--- src/rtl/config_byte_streamer.sv ---
// config_byte_streamer: buffers one configuration command (target id, byte count and payload)
// and replays the payload on configId/configData as a contiguous burst, one byte per cycle.
// The burst is followed by a run of idle-ID cycles so that every receiver's byte counter
// restarts before the next burst.
//
// state | meaning
// IDLE  | waiting for a command; tracing follows trace_en
// LOAD  | collecting payload bytes into the buffer; bus stays idle
// SEND  | driving buffered bytes on the bus, one per cycle, no stalls
// GAP   | idle-ID cycles that reset the receivers' byte counters
module config_byte_streamer #(
  parameter int         MAX_BYTES  = 32,
  parameter logic [7:0] IDLE_ID    = 8'hFF,
  parameter int         GAP_CYCLES = 2
) (
  input  logic       clk,
  input  logic       reset,
  input  logic       trace_en,
  input  logic       cmd_valid,
  output logic       cmd_ready,
  input  logic [7:0] cmd_id,
  input  logic [7:0] cmd_len,
  input  logic       data_valid,
  output logic       data_ready,
  input  logic [7:0] data_in,
  output logic       tracing,
  output logic [7:0] configId,
  output logic [7:0] configData,
  output logic       busy,
  output logic       done,
  output logic       err
);

  localparam int CW = $clog2(MAX_BYTES + 1);
  localparam int AW = (MAX_BYTES > 1) ? $clog2(MAX_BYTES) : 1;
  localparam int GW = (GAP_CYCLES > 1) ? $clog2(GAP_CYCLES) : 1;
  // Length check is done on the full 8-bit command length, before truncation to CW bits.
  localparam logic [8:0]    MAX_LEN  = 9'(MAX_BYTES);
  localparam logic [GW-1:0] GAP_LOAD = GW'(GAP_CYCLES - 1);

  typedef enum logic [1:0] {IDLE, LOAD, SEND, GAP} state_t;

  state_t        state, state_nxt;
  logic [7:0]    buffer [0:MAX_BYTES-1];
  logic [7:0]    id_q;
  logic [CW-1:0] len_q;
  logic [CW-1:0] wr_cnt;
  logic [CW-1:0] rd_cnt;
  logic [GW-1:0] gap_cnt;

  logic cmd_fire, len_zero, len_bad, byte_fire, load_last, send_last, gap_last;

  // Handshakes, event flags and next-state selection.
  always_comb begin
    cmd_ready  = (state == IDLE);
    data_ready = (state == LOAD);
    cmd_fire   = cmd_valid && cmd_ready;
    len_zero   = (cmd_len == 8'd0);
    len_bad    = ({1'b0, cmd_len} > MAX_LEN);
    byte_fire  = data_valid && data_ready;
    load_last  = byte_fire && (wr_cnt == (len_q - CW'(1)));
    send_last  = (rd_cnt == len_q);
    gap_last   = (gap_cnt == '0);
    state_nxt  = state;
    case (state)
      IDLE:    if (cmd_fire && !len_zero && !len_bad) state_nxt = LOAD;
      LOAD:    if (load_last) state_nxt = SEND;
      SEND:    if (send_last) state_nxt = GAP;
      GAP:     if (gap_last) state_nxt = IDLE;
      default: state_nxt = IDLE;
    endcase
  end

  // State register.
  always_ff @(posedge clk or posedge reset) begin
    if (reset) state <= IDLE;
    else       state <= state_nxt;
  end

  // Payload buffer; contents are don't-care after reset, so it carries no reset.
  always_ff @(posedge clk) begin
    if (byte_fire) buffer[wr_cnt[AW-1:0]] <= data_in;
  end

  // Registered bus outputs, status pulses and the load/send/gap counters.
  always_ff @(posedge clk or posedge reset) begin
    if (reset) begin
      tracing    <= 1'b0;
      configId   <= IDLE_ID;
      configData <= 8'd0;
      busy       <= 1'b0;
      done       <= 1'b0;
      err        <= 1'b0;
      id_q       <= 8'd0;
      len_q      <= '0;
      wr_cnt     <= '0;
      rd_cnt     <= '0;
      gap_cnt    <= '0;
    end else begin
      done <= 1'b0;
      err  <= 1'b0;
      busy <= (state_nxt != IDLE);
      case (state)
        IDLE: begin
          tracing  <= trace_en;
          configId <= IDLE_ID;
          if (cmd_fire) begin
            if (len_zero) done <= 1'b1;
            else if (len_bad) err <= 1'b1;
            else begin
              id_q    <= cmd_id;
              len_q   <= cmd_len[CW-1:0];
              wr_cnt  <= '0;
              tracing <= 1'b0;
            end
          end
        end
        LOAD: begin
          if (byte_fire) begin
            wr_cnt <= wr_cnt + CW'(1);
            if (load_last) begin
              // Byte 0 goes out the cycle after the last byte lands; for a one-byte
              // payload it is still on data_in rather than in the buffer.
              configId   <= id_q;
              configData <= (wr_cnt == '0) ? data_in : buffer[0];
              rd_cnt     <= CW'(1);
            end
          end
        end
        SEND: begin
          if (send_last) begin
            configId <= IDLE_ID;
            gap_cnt  <= GAP_LOAD;
          end else begin
            configData <= buffer[rd_cnt[AW-1:0]];
            rd_cnt     <= rd_cnt + CW'(1);
          end
        end
        GAP: begin
          if (gap_last) begin
            done    <= 1'b1;
            tracing <= trace_en;
          end else begin
            gap_cnt <= gap_cnt - GW'(1);
          end
        end
        default: ;
      endcase
    end
  end

endmodule
--- config.mk ---
export PLATFORM = sky130hd
export DESIGN_NAME = config_byte_streamer
export DESIGN_NICKNAME = d
export VERILOG_FILES = /design/src/rtl/config_byte_streamer.sv
export SDC_FILE = /design/constraint.sdc
export NUM_CORES = 1
export LEC_CHECK = 0
export CORE_ASPECT_RATIO = 0.6
export CORE_UTILIZATION = 30
export CTS_CLUSTER_SIZE = 40
export DETAILED_ROUTE_END_ITERATION = 16
export HOLD_SLACK_MARGIN = 0.02
export PLACE_DENSITY = 0.5
export SETUP_SLACK_MARGIN = 0.05
export SLEW_MARGIN = 25
export SYNTH_ARGS = -nofsm -noshare
export SYNTH_HDL_FRONTEND = slang
export SYNTH_SLANG_ARGS = --single-unit
--- constraint.sdc ---
create_clock -name clk -period 4.5 [get_ports clk]
set_clock_uncertainty 0.1 [all_clocks]
set_input_delay 1.125 -clock clk [delete_from_list [all_inputs] [get_ports clk]]
set_output_delay 1.125 -clock clk [all_outputs]
set_load 0.005 [all_outputs]
After elaboration in Yosys (flattened, before gate mapping)

Memories as Yosys holds them, arrays and structs flattened.
Cells that the tools add are included.
W data, S select, Z words.

Register bits: 49
RAM bits: 256
Memories: 1
Output and inout bits: 22

Memories:

| name   | depth | bits a word | read ports | clocked after memory_dff | write ports | RTL line | text |
|---|---|---|---|---|---|---|---|
| buffer | 32    | 8           | 2          | 0                        | 1           | 44       | `logic [7:0] buffer [0:MAX_BYTES-1];` |

Bitwise logic cells: 2
Eq/ne operators: 13
Muxes and demuxes: 41
Reductions and logical operators: 22
Magnitude comparators: 1
Add/sub/neg operators: 4

Operators by type and width:

| operator              | count |
|---|---|
| $mux W8               | 7 |
| $mux W6               | 7 |
| $pmux W6 S2           | 2 |
| $pmux W8 S3           | 1 |
| $pmux W8 S2           | 1 |
| $mux W1               | 15 |
| $add A6 B1 Y6 const B | 2 |
| $eq A6 B6 Y1          | 2 |
| $reduce_and A4 Y1     | 3 |
| $ne A2 B2 Y1 const B  | 5 |
| $reduce_bool A2 Y1    | 5 |
| $gt A8 B6 Y1 const B  | 1 |
| $logic_not A8 Y1      | 1 |
| $mux W2               | 4 |
| $pmux W2 S4           | 1 |
| $logic_not A6 Y1      | 1 |
| $ne A2 B1 Y1 const B  | 3 |
| $pmux W1 S2           | 3 |
| $sub A6 B1 Y6 const B | 1 |
| $logic_and A1 B1 Y1   | 5 |
| $reduce_and A5 Y1     | 1 |
| $eq A2 B2 Y1 const B  | 2 |
| $reduce_and A2 Y1     | 2 |
| $reduce_bool A3 Y1    | 1 |
| other kinds (5)       | 7 |

Logic depth before layout (Yosys ltp)

Gate-level depths: netlist of run 1.

Word-level depth: 7
Depth in mapped cells: 10
Gate-level depth less buffers: 8

Least setup slack after synthesis of run 1

OpenSTA, ideal clock, no wires.

Path kind: input to register
Start point: in cmd_len[1]
End point: reg busy
Path buffers: 1
Setup slack: 1416 ps
Library setup time: 127 ps
Stages: 7
Arrival time: 2857 ps
Cell sequence: or4_1 or3_1 and3b_1 buf_2 a31oi_1 o21ai_0 a311o_2

Cells in the longest elaborated chain, start to end: 7

Ends and longest elaborated chain:

| element                                                              | RTL line | text |
|---|---|---|
| from (decl)                                                          | 22       | `input logic [7:0] cmd_len,` |
| parallel branches: the longest is 3 deep, another holds $gt A8 B6 Y1 | --       |  |
| $logic_and A1 B1 Y1 *                                                | 66       | `IDLE: if (cmd_fire && !len_zero && !len_bad) state_nxt = LOAD;` |
| $mux W2 *                                                            | 66       |  |
| $pmux W2 S4 *                                                        | 65       | `case (state)` |
| $reduce_bool A2 Y1 *                                                 | 102      | `busy <= (state_nxt != IDLE);` |
| to (signal assigned)                                                 | 102      |  |
| to (decl)                                                            | 29       | `output logic busy,` |

Mark *: on every way between the ends.
A chain may end at the register's enable or synchronous reset.

Worst setup path after layout of run 1

Start point: in data_valid
End point: reg configId[5]

Cells in the longest elaborated chain, start to end: 4

Ends and longest elaborated chain:

| element                              | RTL line | text |
|---|---|---|
| from (decl)                          | 23       | `input logic data_valid,` |
| $logic_and A1 B1 Y1 *                | 60       | `byte_fire = data_valid && data_ready;` |
| $logic_and A1 B1 Y1                  | 61       | `load_last = byte_fire && (wr_cnt == (len_q - CW'(1)));` |
| $ne A2 B1 Y1 (no source line)        | --       |  |
| $reduce_and A4 Y1 (no source line) * | --       |  |
| to (signal assigned)                 | 124      | `configId <= id_q;` |
| to (decl)                            | 27       | `output logic [7:0] configId,` |

Every way passes the cells marked *; elsewhere a longest branch is shown, timed or not.

==> flow_summary_export.csv, run 1 <==
group,metric,value,unit
route,drtIter0Drc,676,
synth,synth_xor_xnor_area_share,0.825,%
synth,synthAdderAreaFrac,0.983,%
route,wl_per_cell,22.8,µm
timing,setup_tns,0,ns
power,p_per_area,489,nW/µm²
placement,hpwl,22600,µm
synth,ys_top_cells_by_area,"edfxtp_1 60%, mux4_2 8.7%, dfrtp_1 8.1%",
clocking,cts_tree,"yes",
critical_path,r2r_start,"rd_cnt[1]",
critical_path,slowest_delay,0.61,ns
final_layout,multi_input_area,3560,µm²
synth,async_flop_share,16.1,%
synth,yosysUniqueCellTypes,62,
power,p_leak,5.19,nW
synth,synthFlopType,"edfxtp_1",
clocking,h-tree-depth,1,
status,status,"finished, final reports clean",
synth,synth_top_family_by_area,"multiplexers",
route,drt-total-wl,32900,µm
critical_path,crit_family,"simple AND/OR/NAND/NOR gates",
synth,syn_area_per_cell,16.9,µm²
grt,grt_pass1_wl,48400,µm
floorplan,placementRows,58,
final_layout,syn2layout_area_growth,18.2,%
grt,grt_pass1_vias,6941,
final_layout,drive_gt1_share,23.5,%
critical_path,required,4.88,ns
placement,dp_cells,1392,
floorplan,die-area,43300,µm²
floorplan,core,41900,µm²
floorplan,io_pins,51,
grt,grt_antenna_before_repair,1,
synth,synth_simple_gate_area_share,5.76,%
floorplan,initial_utilization,30.4,%
placement,port_buffers,50,
clocking,clk_pin_slew,0.06,ns
power,ir_drop,0.303,mV
floorplan,die_h,162,µm
grt,grt_use_total,15.5,%
worst_hold_path,hold_class,"reg2reg",
synth,synth_top_area_share,60.4,%
final_layout,final_common_cell,"edfxtp_1",
synth,synth_edf_count,256,
synth,seq_area_frac_synth,70.1,%
grt,gr-total-overflow,0,
critical_path,crit_start,"data_valid",
timing,clock.fmax,296,MHz
synth,synthCells,752,
worst_hold_path,hp-start,"configData[2]",
floorplan,die_w,268,µm
critical_path,cp-start-kind,"primary input",
synth,synth_nets,791,
critical_path,endpoint_kind,"flip-flop",
critical_path,crit_chain,"clkdlybuf4s50_1 -> and2_1 -> nand3_1 -> nor2_1 -> or4b_4 -> a221o_1 -> mux2_4",
clocking,post_cts_buffers,0,
final_layout,antennaDiodeCount,0,
clocking,clkSinkCount,305,
critical_path,crit_arrival,3.76,ns
clocking,clockBufferDepth,3,
timing,setup_viol,0,
critical_path,slowest_stage,"clkdlybuf4s50_1",
route,first_pass_iters,5,
run,drv_cap,0,
clocking,root_buffer,"clkbuf_16",
final_layout,regArea,8930,µm²
final_layout,nFillCells,4017,
route,num_vias,7136,
synth,yosysWarnings,0,
route,ant_nets,0,
timing,min_period,3.38,ns
timing,slew_headroom,31.8,%
synth,synth_seq_cells,305,
critical_path,crit_type,"in2reg",
grt,grt_max_degree,37,
synth,synth_top_cell_by_area,"edfxtp_1",
timing,maxSlewViolCount,0,
final_layout,nNetsFinal,891,
synth,netlist_area,12700,µm²
clocking,cts_resized,0,
clocking,clock_latency,0.57,ns
route,viasPerCell,4.95,
synth,muxShareOfSynthArea,14.6,%
critical_path,path_max_fanout,8,
timing,worstMarginPinSlew,1.02,ns
final_layout,stdcell_count,1443,
route,remaining_drc_errors,0,
synth,synth-compound-area-share,5.79,%
timing,finalHoldViolations,0,
timing,fin_crit_sh,75.1,%
clocking,postCtsHoldBufs,0,
clocking,cts_made_buffers,28,
critical_path,crit_buf_inv,1,
placement,gp_congestion,0.810,
timing,rsz0062_at_grt,"false",
final_layout,final_cell_mix,"256 x edfxtp_1, 59 x buf_4, 50 x nor2_1, 50 x clkdlybuf4s50_1, 49 x mux4_2",
-- worst paths after layout --
path / slack [ns] / endpoint / depth (start not counted)
hold / removal: 0.39 / configData[2] / 2
min in group asynchronous: 0.93 / rd_cnt[3] / 2
max in group asynchronous: 2.59 / configId[6] / 3
setup / recovery: 1.12 / configId[5] / 7
setup reg to reg: 1.22 / configData[1] / 5
hold reg to reg: 0.39 / configData[2] / 2
-- layer usage --
metal | vias up | routed length, µm | global-route usage, %
met5 | - | 0 | 0
met4 | 0 | 442 | 2.36
met3 | 34 | 2360 | 3.31
met2 | 202 | 12400 | 19.2
met1 | 3728 | 17700 | 26.7
li1 | 3172 | - | -
-- power by group --
part           switching (mW)  total (mW)  internal [mW]
Sequential              0.212        3.49           3.28
Combinational           0.784        1.60          0.817
Clock                    1.03        2.27           1.24
Total                    2.03        7.36           5.34
-- cell type report --
type	count	area share, %
clock buffers	37	5.04
clock inverters	14	0.682
inverters	13	0.324
multi-input cells	395	23.6
flip-flops and latches	305	59.3
well taps	570	4.74
repair buffers	109	6.27
-- worst reg2reg max path, cell delays in order, from the launching register on --
cell and delay, ns:
dfrtp_2 1.04, nand3b_1 0.53, o22ai_1 0.25, a2111oi_0 0.83, o21ai_0 0.21, a22o_1 0.21
-- kinds of logic (layout without fill, tap and decap cells) --
kind of cell,after synthesis,after routing
AOI/OAI and AO/OA,109,109
xor gates and xnor gates,12,12
adders and majority gates,10,10
buffers and inverters,52,173
DFF,305,305
muxes,118,118
and+or+nand+nor,146,146
-- cells in the mapped netlist, types with 2 or more instances --
library cell	number
edfxtp_1	256
o22ai_1	7
or4_1	2
nand3b_1	4
a31oi_1	2
a22o_1	7
nand3_1	8
dfstp_2	8
a221oi_1	11
nor3_1	3
o21ai_0	27
or3_1	6
o311ai_0	2
mux2_4	8
xnor2_1	7
o221ai_1	6
mux2_2	18
or2_2	3
buf_6	2
nand2_1	34
dfrtp_1	41
mux2i_1	43
buf_2	7
or3b_2	3
a21o_1	3
or2b_2	6
clkbuf_1	20
nand4_1	3
mux4_2	49
ha_1	10
nor2_1	50
inv_1	11
buf_4	8
xor2_1	5
and2_1	2
nand2b_1	11
a2111oi_0	5
o31ai_1	5
a21oi_1	24
nor4_1	3
-- per-stage QoR --
step / power [mW] / setup slack [ns] / hold WS (ns) / instance area (µm²) / util (%)
after detailed placement: 5.15 / 0.586 / 0.376 / 14200 / 33.9
after global placement: 5.14 / 0.626 / 0.373 / 14200 / 33.9
after floorplan: 4.54 / 1.42 / 0.364 / 12700 / -
after CTS: 7.43 / 1.16 / 0.391 / 15100 / 36.0
final: 7.36 / 1.12 / 0.385 / 15100 / 36.0
after global routing: 7.67 / 1.08 / 0.420 / 15100 / 36.0
-- registers in the layout (all words and copies together) (netlist names) --
name,count
tracing,1
configData,8
buffer,256
state,2
id_q,8
len_q,6
configId,8
gap_cnt,1
wr_cnt,6
rd_cnt,6
done,1
busy,1
err,1
Power figures use the tool's default switching activity.
==> inputs of run 2 (changes only) <==
--- a/config.mk
+++ b/config.mk
@@ -10,7 +10,7 @@
 export CTS_CLUSTER_SIZE = 40
 export DETAILED_ROUTE_END_ITERATION = 16
 export HOLD_SLACK_MARGIN = 0.02
-export PLACE_DENSITY = 0.5
+export PLACE_DENSITY = 0.52
 export SETUP_SLACK_MARGIN = 0.05
 export SLEW_MARGIN = 25
 export SYNTH_ARGS = -nofsm -noshare
==> constraint.sdc (replaced) <==
create_clock -name clk -period 3.1 [get_ports clk]
set_clock_uncertainty 0.1 [all_clocks]
set_input_delay 0.775 -clock clk [delete_from_list [all_inputs] [get_ports clk]]
set_output_delay 0.775 -clock clk [all_outputs]
set_load 0.005 [all_outputs]
==> flow_summary_export.csv, run 2 (synthesis gave the netlist of run 1 again) <==
group,metric,value,unit
status,status,"finished, final reports clean",
clocking,cts_made_buffers,29,
clocking,h-tree-depth,1,
placement,gp_congestion,0.820,
route,viasPerCell,4.99,
route,drt-total-wl,33100,µm
grt,grt_use_total,15.5,%
floorplan,placementRows,58,
critical_path,cp-start-kind,"flip-flop",
final_layout,nNetsFinal,919,
timing,whs,0.402,ns
placement,dp_slack,-0.182,ns
floorplan,core,41900,µm²
final_layout,final_cell_mix,"256 x edfxtp_1, 82 x buf_4, 50 x nor2_1, 50 x clkdlybuf4s50_1, 49 x mux4_2",
critical_path,slowest_stage,"clkdlybuf4s50_1",
final_layout,largest_reg_flops,256,
critical_path,endpoint_kind,"primary output",
route,wl_per_cell,22.6,µm
placement,hpwl,23000,µm
final_layout,antennaDiodeCount,0,
floorplan,io_pins,51,
floorplan,die-area,43300,µm²
final_layout,syn2layout_area_growth,20.7,%
power,p_per_area,723,nW/µm²
timing,setup_viol,0,
route,num_vias,7342,
timing,clock.fmax,339,MHz
timing,finalHoldViolations,0,
route,drtIter0Drc,865,
timing,min_period,2.95,ns
clocking,cts_tree,"yes",
grt,gr-total-overflow,0,
route,ant_nets,0,
placement,port_buffers,50,
floorplan,die_h,162,µm
run,drv_cap,0,
timing,maxSlewViolCount,0,
clocking,root_buffer,"clkbuf_16",
floorplan,die_w,268,µm
grt,grt_max_degree,35,
grt,grt_pass1_vias,6943,
critical_path,crit_chain,"inv_1 -> ha_2 -> buf_8 -> clkdlybuf4s50_1",
grt,grt_pass1_wl,48700,µm
worst_hold_path,hold_class,"reg2reg",
final_layout,post-route-util,36.7,%
critical_path,path_max_fanout,22,
power,ir_drop,0.439,mV
final_layout,drive_gt1_share,25.8,%
timing,fin_crit_sh,95.1,%
route,remaining_drc_errors,0,
final_layout,final_common_cell,"edfxtp_1",
route,first_pass_iters,5,
power,p_leak,5.36,nW
critical_path,crit_arrival,2.07,ns
timing,rsz0062_at_grt,"false",
critical_path,slowest_delay,0.52,ns
timing,worstMarginPinSlew,0.989,ns
critical_path,required,2.22,ns
grt,grt_antenna_before_repair,0,
critical_path,crit_type,"reg2out",
clocking,clkSinkCount,305,
floorplan,initial_utilization,30.4,%
clocking,clock_latency,0.56,ns
timing,setup_ws,0.152,ns
timing,slew_headroom,33.9,%
final_layout,stdcell_count,1470,
placement,dp_cells,1419,
clocking,clk_pin_slew,0.06,ns
clocking,clockBufferDepth,3,
## run 2: power by group
group          internal (mW)  leakage (nW)  total, mW  switching (mW)
clock                   2.05         0.450       3.59            1.53
combinational           1.29          2.01       2.52            1.23
sequential              4.76          2.90       5.00           0.245
total                   8.10          5.36       11.1            3.01
## run 2: layout make-up
type	count	area [µm²]
Sequential cell	305	8930
Clock inverter	14	175
Fill cell	3955	26500
Clock buffer	37	756
Multi-Input combinational cell	395	3560
Tap cell	570	713
Timing Repair Buffer	136	1190
Inverter	13	48.8
## run 2: layer usage
layer / up-vias / global-route usage (%) / share of wire (%)
li1: 3226 / - / -
met2: 248 / 19.2 / 38
met3: 33 / 3.54 / 8.1
met1: 3835 / 26.6 / 53
met4: 0 / 2.29 / 1.1
met5: - / 0 / 0
## run 2: worst paths after layout
path | startpoint | endpoint | slack, ns | depth (start not counted)
setup / recovery | state[1] | data_ready | 0.15 | 4
hold / removal | id_q[2] | id_q[2] | 0.40 | 1
setup reg to reg | rd_cnt[2] | configData[1] | 0.16 | 6
hold reg to reg | id_q[2] | id_q[2] | 0.40 | 1
max in group asynchronous | reset | wr_cnt[5] | 1.67 | 3
min in group asynchronous | reset | len_q[5] | 0.58 | 2
## run 2: timing repair
action	CTS	global route
resized for setup	1	3
setup buffers	0	0
setup endpoints to repair	1	6
hold buffers	0	0
pin swaps	0	0
## run 2: worst max-delay path: cells and delay by family, from the launching register on
kind / cells / cell delay, ns
fa+ha+maj: 1 / 0.25
buf+inv: 3 / 0.85
flops: 1 / 0.42
## run 2: per-stage QoR
| step | TNS, ns | total power [mW] | area, µm² |
|---|---|---|---|
| 3_5_place_dp | -1.94 | 7.58 | 14400 |
| 2_1_floorplan | 0 | 6.58 | 12700 |
| 5_1_grt | 0 | 11.6 | 15400 |
| 6_report | 0 | 11.1 | 15400 |
| 3_3_place_gp | -0.721 | 7.58 | 14400 |
| 4_1_cts | 0 | 11.2 | 15400 |
